===== config.mk =====
export PLATFORM = sky130hd
export DESIGN_NAME = alu_arb_seq
export DESIGN_NICKNAME = d
export VERILOG_FILES = /design/src/rtl/alu_arb_pkg.sv /design/src/rtl/alu4_core.sv /design/src/rtl/alu_arb_seq.sv
export SDC_FILE = /design/constraint.sdc
export NUM_CORES = 1
export LEC_CHECK = 0
export BUFFER_PORTS_ARGS = -buffer_cell sky130_fd_sc_hd__buf_2
export CAP_MARGIN = 5
export CORE_MARGIN = 3
export CORE_UTILIZATION = 30
export CTS_CLUSTER_DIAMETER = 120
export DETAILED_ROUTE_END_ITERATION = 7
export PLACE_DENSITY = 0.59
export SETUP_SLACK_MARGIN = 0.2
export SLEW_MARGIN = 20
export SYNTH_ARGS = -nofsm -noshare
export SYNTH_HDL_FRONTEND = slang
export SYNTH_SLANG_ARGS = --single-unit

===== constraint.sdc =====
create_clock -name clk -period 4.7 [get_ports clk]
set_input_delay 1.175 -clock clk [delete_from_list [all_inputs] [get_ports clk]]
set_output_delay 1.175 -clock clk [all_outputs]
set_load 0.01 [all_outputs]

===== src/rtl/alu_arb_pkg.sv =====
// Shared widths, opcodes and FSM state encoding for the two-requester ALU arbiter.
package alu_arb_pkg;

  localparam int unsigned W   = 4;
  localparam int unsigned OPW = 3;

  localparam logic [OPW-1:0] OP_ADD = 3'b000;
  localparam logic [OPW-1:0] OP_SUB = 3'b001;
  localparam logic [OPW-1:0] OP_NOT = 3'b010;
  localparam logic [OPW-1:0] OP_AND = 3'b011;
  localparam logic [OPW-1:0] OP_OR  = 3'b100;
  localparam logic [OPW-1:0] OP_XOR = 3'b101;
  localparam logic [OPW-1:0] OP_LT  = 3'b110;
  localparam logic [OPW-1:0] OP_EQ  = 3'b111;

  typedef enum logic [1:0] {
    ST_IDLE = 2'd0,
    ST_EXEC = 2'd1,
    ST_RESP = 2'd2
  } state_t;

endpackage


===== src/rtl/alu4_core.sv =====
// Combinational 4-bit two's-complement ALU with zero/carry/overflow flags.
module alu4_core
  import alu_arb_pkg::*;
(
  input  logic [OPW-1:0] op,
  input  logic [W-1:0]   a,
  input  logic [W-1:0]   b,
  output logic [W-1:0]   result,
  output logic           zero,
  output logic           carry,
  output logic           ovf
);

  logic [W:0] sum;
  logic [W:0] diff;

  always_comb begin
    sum    = {1'b0, a} + {1'b0, b};
    // a + ~b + 1 leaves bit W set when there is no borrow
    diff   = {1'b0, a} + {1'b0, ~b} + (W+1)'(1);
    result = '0;
    carry  = 1'b0;
    ovf    = 1'b0;
    case (op)
      OP_ADD: begin
        result = sum[W-1:0];
        carry  = sum[W];
        ovf    = (a[W-1] == b[W-1]) && (sum[W-1] != a[W-1]);
      end
      OP_SUB: begin
        result = diff[W-1:0];
        carry  = diff[W];
        ovf    = (a[W-1] != b[W-1]) && (diff[W-1] != a[W-1]);
      end
      OP_NOT:  result = ~a;
      OP_AND:  result = a & b;
      OP_OR:   result = a | b;
      OP_XOR:  result = a ^ b;
      OP_LT:   result = W'($signed(a) < $signed(b));
      OP_EQ:   result = W'(a == b);
      default: result = '0;
    endcase
    zero = (result == '0);
  end

endmodule


===== src/rtl/alu_arb_seq.sv =====
// Round-robin arbiter sharing one ALU between two valid/ready requesters.
// Optional per-requester grant and conflict counters under ALU_ARB_STATS_EN.
module alu_arb_seq
  import alu_arb_pkg::*;
(
  input  logic           clk,
  input  logic           rst,
  input  logic           req0_valid,
  output logic           req0_ready,
  input  logic [OPW-1:0] req0_op,
  input  logic [W-1:0]   req0_a,
  input  logic [W-1:0]   req0_b,
  input  logic           req1_valid,
  output logic           req1_ready,
  input  logic [OPW-1:0] req1_op,
  input  logic [W-1:0]   req1_a,
  input  logic [W-1:0]   req1_b,
  output logic           rsp_valid,
  input  logic           rsp_ready,
  output logic           rsp_id,
  output logic [W-1:0]   rsp_result,
  output logic           rsp_zero,
  output logic           rsp_carry,
  output logic           rsp_ovf,
  output logic           busy
`ifdef ALU_ARB_STATS_EN
  ,
  output logic [7:0]     stat_grant0,
  output logic [7:0]     stat_grant1,
  output logic [7:0]     stat_conflict
`endif
);

  state_t         state;
  logic           last_grant;
  logic [OPW-1:0] op_q;
  logic [W-1:0]   a_q;
  logic [W-1:0]   b_q;
  logic           id_q;

  logic [W-1:0]   alu_result;
  logic           alu_zero;
  logic           alu_carry;
  logic           alu_ovf;

  // Winner is the sole valid requester, or the one not granted last on a tie
  assign req0_ready = (state == ST_IDLE) && req0_valid && (!req1_valid || last_grant);
  assign req1_ready = (state == ST_IDLE) && req1_valid && (!req0_valid || !last_grant);

  alu4_core u_alu (
    .op     (op_q),
    .a      (a_q),
    .b      (b_q),
    .result (alu_result),
    .zero   (alu_zero),
    .carry  (alu_carry),
    .ovf    (alu_ovf)
  );

  always_ff @(posedge clk) begin
    if (rst) begin
      state      <= ST_IDLE;
      busy       <= 1'b0;
      last_grant <= 1'b1;
      op_q       <= '0;
      a_q        <= '0;
      b_q        <= '0;
      id_q       <= 1'b0;
      rsp_valid  <= 1'b0;
      rsp_id     <= 1'b0;
      rsp_result <= '0;
      rsp_zero   <= 1'b0;
      rsp_carry  <= 1'b0;
      rsp_ovf    <= 1'b0;
    end else begin
      case (state)
        ST_IDLE: begin
          if (req0_ready || req1_ready) begin
            op_q       <= req1_ready ? req1_op : req0_op;
            a_q        <= req1_ready ? req1_a  : req0_a;
            b_q        <= req1_ready ? req1_b  : req0_b;
            id_q       <= req1_ready;
            last_grant <= req1_ready;
            state      <= ST_EXEC;
            busy       <= 1'b1;
          end
        end
        ST_EXEC: begin
          rsp_result <= alu_result;
          rsp_zero   <= alu_zero;
          rsp_carry  <= alu_carry;
          rsp_ovf    <= alu_ovf;
          rsp_id     <= id_q;
          rsp_valid  <= 1'b1;
          state      <= ST_RESP;
        end
        ST_RESP: begin
          if (rsp_ready) begin
            rsp_valid <= 1'b0;
            state     <= ST_IDLE;
            busy      <= 1'b0;
          end
        end
        default: begin
          state <= ST_IDLE;
          busy  <= 1'b0;
        end
      endcase
    end
  end

`ifdef ALU_ARB_STATS_EN
  // Saturating usage counters
  always_ff @(posedge clk) begin
    if (rst) begin
      stat_grant0   <= '0;
      stat_grant1   <= '0;
      stat_conflict <= '0;
    end else begin
      if (req0_ready && stat_grant0 != 8'hFF)
        stat_grant0 <= stat_grant0 + 8'd1;
      if (req1_ready && stat_grant1 != 8'hFF)
        stat_grant1 <= stat_grant1 + 8'd1;
      if (state == ST_IDLE && req0_valid && req1_valid && stat_conflict != 8'hFF)
        stat_conflict <= stat_conflict + 8'd1;
    end
  end
`endif

endmodule


==> metrics.md, run 1 <==
| Metric | Value |
|---|---|
| Post-route ant nets | 0 |
| Finished Cell Area | 0.00196 mm2 |
| Commonest cells post-synth | nand2_1, dfxtp_1, nor2_1 |
| Pint | 0.396 mW |
| Slew of the pin with the lowest slew margin | 0.743 ns |
| Combinational share of power | 36.0% |
| Simple-gate portion of the synthesized area | 25.9% |
| Fill count | 586 |
| Clock share of power | 20.8% |
| Via count | 1,569 |
| Ys async rst share | 0% |
| Max VDD drop | 0.000153 V |
| Sequential Power Share | 43.2% |
| Synth area leader | dfxtp_1 |
| Syn avg cell area | 7.65 um2 |
| Die X | 81.2 um |
| Setup TNS | 0 ns |
| Number of global-route vias before repair | 1,479 |
| Initial core utilization | 32.0% |
| Number of synthesized flops with an enable pin | 0 |
| Seq/Total Area, Yosys | 29.5% |
| RSZ-0062 raised after global routing | no |
| Gate Count Post-Synth | 222 |
| Post-CTS Setup Bufs | 0 |
| Layout Skew | 0.00170 ns |
| Final RePlAce weighted congestion | 0.768 |
| Final hold vios | 0 |
| GR Overflow Total | 0 |
| Min Hold Slack | 0.456 ns |
| DRT Pass-1 Iters | 4 |
| Leak Pwr | 0.781 nW |
| Max Cap Viol | 0 |
| DRC viols | 0 |
| Non-Filler Instances | 320 |
| Power Total | 0.626 mW |
| Main combinational cell family by area after synthesis | simple AND/OR/NAND/NOR gates |
| Main synth FF type | dfxtp_1 |
| Share of layout cells above drive strength 1 | 19.6% |
| Sw Share | 36.7% |
| Layout area overhead | 15.2% |
| Crit path capture type | primary output |
| Post-synthesis compound-gate area fraction | 23.2% |
| CTS tree | built |
| CTS sink cnt | 25 |
| Power Dens Cells | 320 mW/mm2 |
| Nets | 292 |
| Placed cells | 316 |
| 1st-iter DRT viols | 100 |
| Total track usage | 12.5% |
| Largest net degree at the start of global routing | 27 |
| Gates resized, CTS repair | 0 |
| Syn nets | 263 |
| CP Data Required Time | 3.52 ns |
| Cell area after technology mapping | 0.00170 mm2 |
| DP Area | 0.00191 mm2 |
| Outcome | completed |
| Global-route wire length before repair | 6.72 mm |
| Top Ports | 39 |
| IO buf count | 38 |
| Clock transition at the registers of the reported paths | 0.09 ns |
| Post-synthesis mux area share | 1.18% |
| CTS Hold Bufs | 0 |
| Slew Viols, Final | 0 |
| Routed len/inst | 12.1 um |
| Synth top area share | 29.5% |
| Slew headroom | 50.4% |
| Yosys reg bits | 25 |
| Top-count cell post-synth | nand2_1 |
| # rows | 26 |
| CTS Buffer Depth | 2 |
| Synth area leaders | dfxtp_1, ha_1, nand2_1 |
| Antenna violations before repair | 0 |
| Post-Synth Adder-Cell Area | 11.2% |
| Unique masters post-synth | 42 |
| Die area | 0.00660 mm2 |
| Floorplan core area | 0.00530 mm2 |
| Clock Latency Late Sink | 0.27 ns |
| Worst Hold Class | reg2reg |
| Max frequency | 325 MHz |
| H-tree depth | 1 |
| Number of diodes | 0 |
| DP HPWL | 3.02 mm |
| DIE HEIGHT | 81.2 um |
| Setup crit start kind | primary input |
| Clk root buf | clkbuf_8 |
| Setup CP Type | in2out |
| Drt via density | 4.90 |
| Fin crit share | 65.4% |
| Drt total wl | 3.89 mm |
| Syn. warnings | 0 |
| Crit-path max FO | 12 |
| Total CTS buffers | 3 |
| Post-layout min period | 3.07 ns |
| Post-Synth XOR/XNOR Area | 0.516% |
| Final setup vio count | 0 |
| CP Data Arrival Time | 1.90 ns |
| Psw | 0.230 mW |
[metal layers]
metal	vias to the layer above	track usage (%)	part of all wire, %
met4	0	2.03	0
met2	30	20.9	47
met5	-	0	0
met1	709	17.0	48
li1	830	-	-
met3	0	2.33	5.1
[sequential cells by signal, indices dropped and copies added (netlist names)]
register / flops
id_q: 1
busy: 1
b_q: 4
rsp_zero: 1
rsp_result: 4
state: 2
a_q: 4
op_q: 3
rsp_carry: 1
rsp_valid: 1
rsp_id: 1
rsp_ovf: 1
last_grant: 1
[layout make-up]
class / count / area, um2 / share of cell area [%]
multi-input combinational: 165 / 1050 / 53.9
sequential: 25 / 500 / 25.6
timing repair buffer: 40 / 205 / 10.5
tap: 70 / 87.6 / 4.48
inverter: 16 / 60.1 / 3.07
clock buffer: 3 / 41.3 / 2.11
clock inverter: 1 / 7.51 / 0.384
[cells in the final DEF, fill, tap and decap left out, drive strengths merged, types with 7 or more instances in the layout]
cell    count
nand2      37
dfxtp      25
a311oi     11
nor2       20
inv        16
o21ai       9
a21oi      18
nand3       7
ha         12
buf        40
[stage by stage]
stage	setup WS, ns	utilization (%)
floorplan	1.85	-
global placement	1.63	36.0
detailed placement	1.60	36.0
CTS	1.60	36.9
global route	1.51	36.9
finish	1.63	36.9
[power groups by stage]
stage	Combinational, mW	Clock, mW	Sequential (mW)
floorplan	0.189	0	0.259
global placement	0.224	0	0.275
detailed placement	0.227	0	0.276
CTS	0.228	0.134	0.271
global route	0.258	0.144	0.276
finish	0.225	0.130	0.270
[cells by family (layout without fill, tap and decap cells)]
logic type / count (synthesis) / after routing
buffers and inverters: 32 / 60
DFF: 25 / 25
AOI/OAI and AO/OA: 57 / 57
xor gates and xnor gates: 1 / 1
and+or+nand+nor: 91 / 91
adders and majority gates: 14 / 14
muxes: 2 / 2
[worst max-delay path, cell delays in order]
cell and delay (ns):
buf_2 0.11, nand2b_1 0.06, nand3_1 0.09, inv_1 0.26, buf_2 0.20
[worst paths after layout]
| check | from | to | slack, ns | cells after the start |
|---|---|---|---|---|
| setup / recovery | req1_valid | req0_ready | 1.63 | 5 |
| hold / removal | rsp_result[2] | rsp_result[2] | 0.46 | 2 |
| hold reg to reg | rsp_result[2] | rsp_result[2] | 0.46 | 2 |
| setup reg to reg | a_q[0] | rsp_zero | 2.44 | 9 |
Note: power is estimated with default switching activity, not from simulation.
==> run 2, diff against run 1 <==
- PLACE_DENSITY: 0.59 -> 0.61
- clock period: 4.7 -> 2.6 ns (I/O delays scaled with it)
==> run 2 against run 1 <==
  * Critical path depth up 4
  * Non-clock buffer count is 1 higher
  * Global-route usage about the same
  * Clock-buffer cell count stayed put
  * Sequential share of layout area is 0.19 points lower
  * Largest cell class unchanged
==> metrics.md, run 2 (synthesis gave the netlist of run 1 again) <==
| Metric | Value |
|---|---|
| Initial core utilization | 32.0% (unchanged) |
| Most frequent cells in the layout | buf_2, nand2_1, dfxtp_1 |
| Global-route wire length before repair | 6.58 mm (-2.2%) |
| Post-layout min period | 2.21 ns |
| Final setup vio count | 0 (unchanged) |
| Setup CP Type | reg2reg |
| Antenna violations before repair | 0 (unchanged) |
| Die area | 0.00660 mm2 (unchanged) |
| Slew headroom | 48.1% (-2.3 points) |
| Die X | 81.2 um (unchanged) |
| H-tree depth | 1 (unchanged) |
| GR Overflow Total | 0 (unchanged) |
| Setup TNS | 0 ns (unchanged) |
| Worst Hold Class | reg2reg |
| Total CTS buffers | 3 (unchanged) |
| Crit-path max FO | 4 (-8) |
| Largest net degree at the start of global routing | 27 (unchanged) |
| CTS tree | built |
| CP Data Arrival Time | 2.44 ns (+0.54 ns) |
| Max VDD drop | 0.000257 V (+68%) |
| Via count | 1,575 (+0.38%) |
| Final Util | 37.2% (+0.28 points) |
| Total track usage | 12.5% (about the same) |
| Fill count | 542 (-7.5%) |
| Clock Latency Late Sink | 0.28 ns (about the same) |
| Drt via density | 4.91 (about the same) |
| RSZ-0062 raised after global routing | no |
| Floorplan core area | 0.00530 mm2 (unchanged) |
| Top Ports | 39 (unchanged) |
| Setup crit start kind | flip-flop |
| Slew Viols, Final | 0 (unchanged) |
| Layout area overhead | 16.1% |
| Fin crit share | 85.0% |
| Commonest non-fill, non-tap cell in the layout | buf_2 |
| Nets | 293 (+0.34%) |
| Number of diodes | 0 (unchanged) |
| Leak Pwr | 0.787 nW (+0.76%) |
| CTS sink cnt | 25 (unchanged) |
| DRC viols | 0 (unchanged) |
| Final RePlAce weighted congestion | 0.914 (+19%) |
| Slew of the pin with the lowest slew margin | 0.778 ns (+0.0344 ns) |
| Layout Skew | 0.00574 ns (+0.00404 ns) |
| Final hold vios | 0 (unchanged) |
| Post-route ant nets | 0 (unchanged) |
| DRT Pass-1 Iters | 6 (+2) |
| Clk root buf | clkbuf_8 |
| Number of global-route vias before repair | 1,507 (+1.9%) |
| 1st-iter DRT viols | 50 (-50%) |
| IO buf count | 38 (unchanged) |
| Power Dens Cells | 580 mW/mm2 (+81%) |
| DP HPWL | 2.88 mm (-4.4%) |
| # rows | 26 (unchanged) |
| Clock transition at the registers of the reported paths | 0.09 ns (about the same) |
| Routed len/inst | 11.8 um (-2.9%) |
| Largest registers | a_q (4), b_q (4), rsp_result (4) |
| Max frequency | 453 MHz |
| Share of layout cells above drive strength 1 | 20.3% (+0.72 points) |
| Max Cap Viol | 0 (unchanged) |
| DIE HEIGHT | 81.2 um (unchanged) |
| Outcome | completed |
| CTS Buffer Depth | 2 (unchanged) |
| Drt total wl | 3.79 mm (-2.5%) |
| Crit path capture type | flip-flop |
| CP Data Required Time | 2.83 ns (-0.69 ns) |
-- run 2: path summary, 6_finish.rpt --
path	start	to	slack [ns]	cells past startpoint
max	a_q[0]	rsp_zero	0.39	9
min	rsp_result[1]	rsp_result[1]	0.46	2
max reg2reg	a_q[0]	rsp_zero	0.39	9
min reg2reg	rsp_result[1]	rsp_result[1]	0.46	2
-- run 2: timing repair --
item,in CTS,in global routing
hold buffers,0,0
endpoints found under the setup margin,0,1
resized for setup,0,1
setup buffers,0,0
-- run 2: critical path: stages (launching register included) --
cell and delay (ns):
dfxtp_1 0.34, inv_1 0.08, ha_1 0.19, inv_1 0.06
fa_1 0.42, xnor2_1 0.16, mux2i_1 0.18, o311ai_2 0.12
a2111oi_0 0.42, a31o_1 0.19
-- run 2: layout make-up --
class,instances,area [um2],share of cell area (%)
flip-flops and latches,25,500,25.4
clock inverters,1,7.51,0.381
clock buffers,3,41.3,2.10
well taps,70,87.6,4.44
multi-input cells,165,1060,53.8
inverters,16,60.1,3.05
repair buffers,41,213,10.8
-- run 2: metal layers --
metal	wire (um)	vias to the layer above	global-route usage (%)
li1	-	835	-
met1	1840	703	15.4
met2	1720	30	21.3
met3	143	7	2.22
met4	81	0	5.74
met5	0	-	0
-- run 2: where the power goes --
group	switching (mW)	internal, mW
combinational	0.233	0.185
sequential	0.0574	0.425
clock	0.132	0.109
total	0.423	0.719
-- run 2: per-stage QoR --
| stage | power [mW] | setup slack (ns) | instance area (um2) | std cells | hold slack [ns] |
|---|---|---|---|---|---|
| 2_1_floorplan | 0.809 | 0.618 | 1700 | 222 | 0.432 |
| 3_3_place_gp | 0.908 | 0.408 | 1910 | 317 | 0.443 |
| 3_5_place_dp | 0.907 | 0.335 | 1910 | 317 | 0.445 |
| 4_1_cts | 1.15 | 0.306 | 1960 | 321 | 0.459 |
| 5_1_grt | 1.23 | 0.269 | 1970 | 321 | 0.484 |
| 6_report | 1.14 | 0.390 | 1970 | 321 | 0.456 |
==> run 3, diff against run 2 <==
- clock period: 2.6 -> 1.85 ns (I/O delays scaled with it)
==> run 3 against run 2 <==
  * The flow now finishes with violations (setup timing)
  * Maximum frequency up 11%
  * Critical path type unchanged
  * Clock skew up 0.0012 ns
  * Combinational power up 130%
  * Sequential cell count unchanged
  * Largest cell class unchanged
  * Global-route usage up 2.8 points
  * Final cell count up 10%
  * Non-clock buffer count up 32
==> metrics.md, run 3 (synthesis gave the netlist of run 1 again) <==
| Metric | Value |
|---|---|
| Outcome | finished with violations |
| Violated checks | setup timing |
| H-tree depth | 1 (unchanged) |
| Floorplan core area | 0.00530 mm2 (unchanged) |
| Die X | 81.2 um (unchanged) |
| Slew Viols, Final | 0 (unchanged) |
| Global-route wire length before repair | 8.02 mm (+22%) |
| Max frequency | 505 MHz (+11%) |
| Crit-path max FO | 4 (unchanged) |
| DP HPWL | 3.51 mm (+22%) |
| CP max stage delay | 0.38 ns (-0.04 ns) |
| Largest registers | a_q (4), b_q (4), rsp_result (4) |
| Crit path launch | a_q[0] |
| Hold depth | 3 (+1) |
| CP Data Required Time | 2.08 ns (-0.75 ns) |
| Final Util | 45.9% (+8.8 points) |
| Number of global-route vias before repair | 1,745 (+16%) |
| Commonest non-fill, non-tap cell in the layout | buf_2 |
| Clk root buf | clkbuf_8 |
| Fin crit share | 107% (+22 points) |
| Slew headroom | 75.4% (+27 points) |
| Final hold vios | 0 (unchanged) |
| CTS Buffer Depth | 2 (unchanged) |
| R2R Path Start | a_q[0] |
| CP delay by family, top | compound AO/OA/AOI/OAI gates |
| Largest net degree at the start of global routing | 24 (-11%) |
| Setup CP Type | reg2reg |
| FF-to-FF path depth | 9 (unchanged) |
| Fill count | 520 (-4.1%) |
| DIE HEIGHT | 81.2 um (unchanged) |
| RSZ-0062 raised after global routing | yes |
| GR Overflow Total | 0 (unchanged) |
| Drt via density | 5.07 (+3.3%) |
| Layout Skew | 0.00690 ns (+0.00116 ns) |
| Reg2reg end | rsp_zero |
| Final WS setup | -0.132 ns (-0.522 ns) |
| Total track usage | 15.4% (+2.8 points) |
| CTS tree | built |
| Slowest library cell on the worst path | dfxtp_4 |
| Final RePlAce weighted congestion | 0.873 (-4.5%) |
| WHS Endpoint | a_q[3] |
| Max Cap Viol | 0 (unchanged) |
| Routed len/inst | 13.2 um (+12%) |
| Die area | 0.00660 mm2 (unchanged) |
| Reg-to-reg slack, setup | -0.13 ns (-0.52 ns) |
| Final setup vio count | 4 (+4) |
| Total CTS buffers | 3 (unchanged) |
| CTS sink cnt | 25 (unchanged) |
| # rows | 26 (unchanged) |
| Leak Pwr | 0.980 nW (+25%) |
| Drt total wl | 4.67 mm (+23%) |
| Via count | 1,789 (+14%) |
| CTS Hold Bufs | 0 (unchanged) |
| Setup TNS | -0.318 ns (-0.318 ns) |
| Most frequent cells in the layout | buf_2, nand2_1, buf_4 |
| Nets | 325 (+11%) |
| Clock transition at the registers of the reported paths | 0.09 ns (about the same) |
| Worst Min Path Start | req0_a[3] |
| Setup crit start kind | flip-flop |
| Layout area overhead | 43.5% |
| IO buf count | 38 (unchanged) |
| Share of layout cells above drive strength 1 | 43.1% (+23 points) |
| Clock Latency Late Sink | 0.28 ns (about the same) |
| Post-route ant nets | 0 (unchanged) |
| Cell breakdown of the critical path | inv_4, ha_4, inv_2, fa_2, xnor2_2, mux2i_1, o311ai_2, a2111oi_2, a31o_1 |
| CP Data Arrival Time | 2.21 ns (-0.23 ns) |
| Number of diodes | 0 (unchanged) |
| Post-layout min period | 1.98 ns (-0.228 ns) |
| Crit path capture type | flip-flop |
| Critical path buffer and inverter count | 2 (unchanged) |
| Antenna violations before repair | 0 (unchanged) |
| Max VDD drop | 0.000325 V (+26%) |
| Initial core utilization | 32.0% (unchanged) |
| Worst Hold Class | in2reg |
| Power Dens Cells | 799 mW/mm2 (+38%) |
| Slew of the pin with the lowest slew margin | 0.365 ns (-0.412 ns) |
| 1st-iter DRT viols | 108 (+120%) |
| DRT Pass-1 Iters | 4 (-2) |
| DRC viols | 0 (unchanged) |
| Top Ports | 39 (unchanged) |
-- run 3: cell types whose count changed in the layout (fill, tap and decap cells not counted), moves of 4 or more --
cell | before | now
buf_4 | 3 | 31
dfxtp_1 | 25 | 15
dfxtp_2 | 0 | 7
ha_1 | 12 | 6
ha_4 | 0 | 6
inv_1 | 16 | 11
inv_2 | 0 | 4
-- run 3: report_power, final --
part,switching (mW),total (mW),internal (mW)
Clock,0.186,0.339,0.153
Combinational,0.485,0.948,0.463
Sequential,0.0556,0.659,0.603
-- run 3: how the worst max path moves through the flow --
stage,cells after the start,end
detailed placement,8,rsp_zero
global placement,8,rsp_zero
finish,9,rsp_zero
global route,9,rsp_zero
floorplan,8,rsp_zero
CTS,9,rsp_zero
-- run 3: final cells by class --
cell class,instances,area [um2],area share (%)
multi-input cells,165,1240,51.1
flip-flops and latches,25,520,21.4
repair buffers,73,472,19.4
well taps,70,87.6,3.60
inverters,16,62.6,2.57
clock buffers,3,41.3,1.69
clock inverters,1,7.51,0.308
-- run 3: metrics by stage --
stage | std cells | area, um2 | hold WS, ns | power [mW] | setup slack (ns)
2_1_floorplan | 222 | 1750 | 0.432 | 1.17 | -0.0196
3_3_place_gp | 346 | 2180 | 0.440 | 1.45 | -0.0807
3_5_place_dp | 346 | 2180 | 0.448 | 1.45 | -0.112
4_1_cts | 351 | 2320 | 0.431 | 1.88 | -0.107
5_1_grt | 353 | 2440 | 0.433 | 2.10 | -0.209
6_report | 353 | 2440 | 0.434 | 1.95 | -0.132
-- run 3: routing by layer --
metal,global-route usage [%],part of all wire (%),vias to the layer above
met5,0,0,-
met4,6.25,1.8,0
met3,2.55,5.5,7
met2,24.7,48,48
met1,20.3,45,830
li1,-,-,904
-- run 3: worst register-to-register path: cells and delay by family, from the launching register on --
family                     cells  cell delay, ns
DFF                            1            0.38
muxes                          1            0.18
buffers and inverters          2            0.09
adders and majority gates      2            0.49
xor gates and xnor gates       1            0.14
AOI/OAI and AO/OA              3            0.65
-- run 3: timing repair --
action	CTS	global route
resized for setup	26	23
setup buffers	1	2
pin swaps	11	16
setup endpoints to repair	7	9
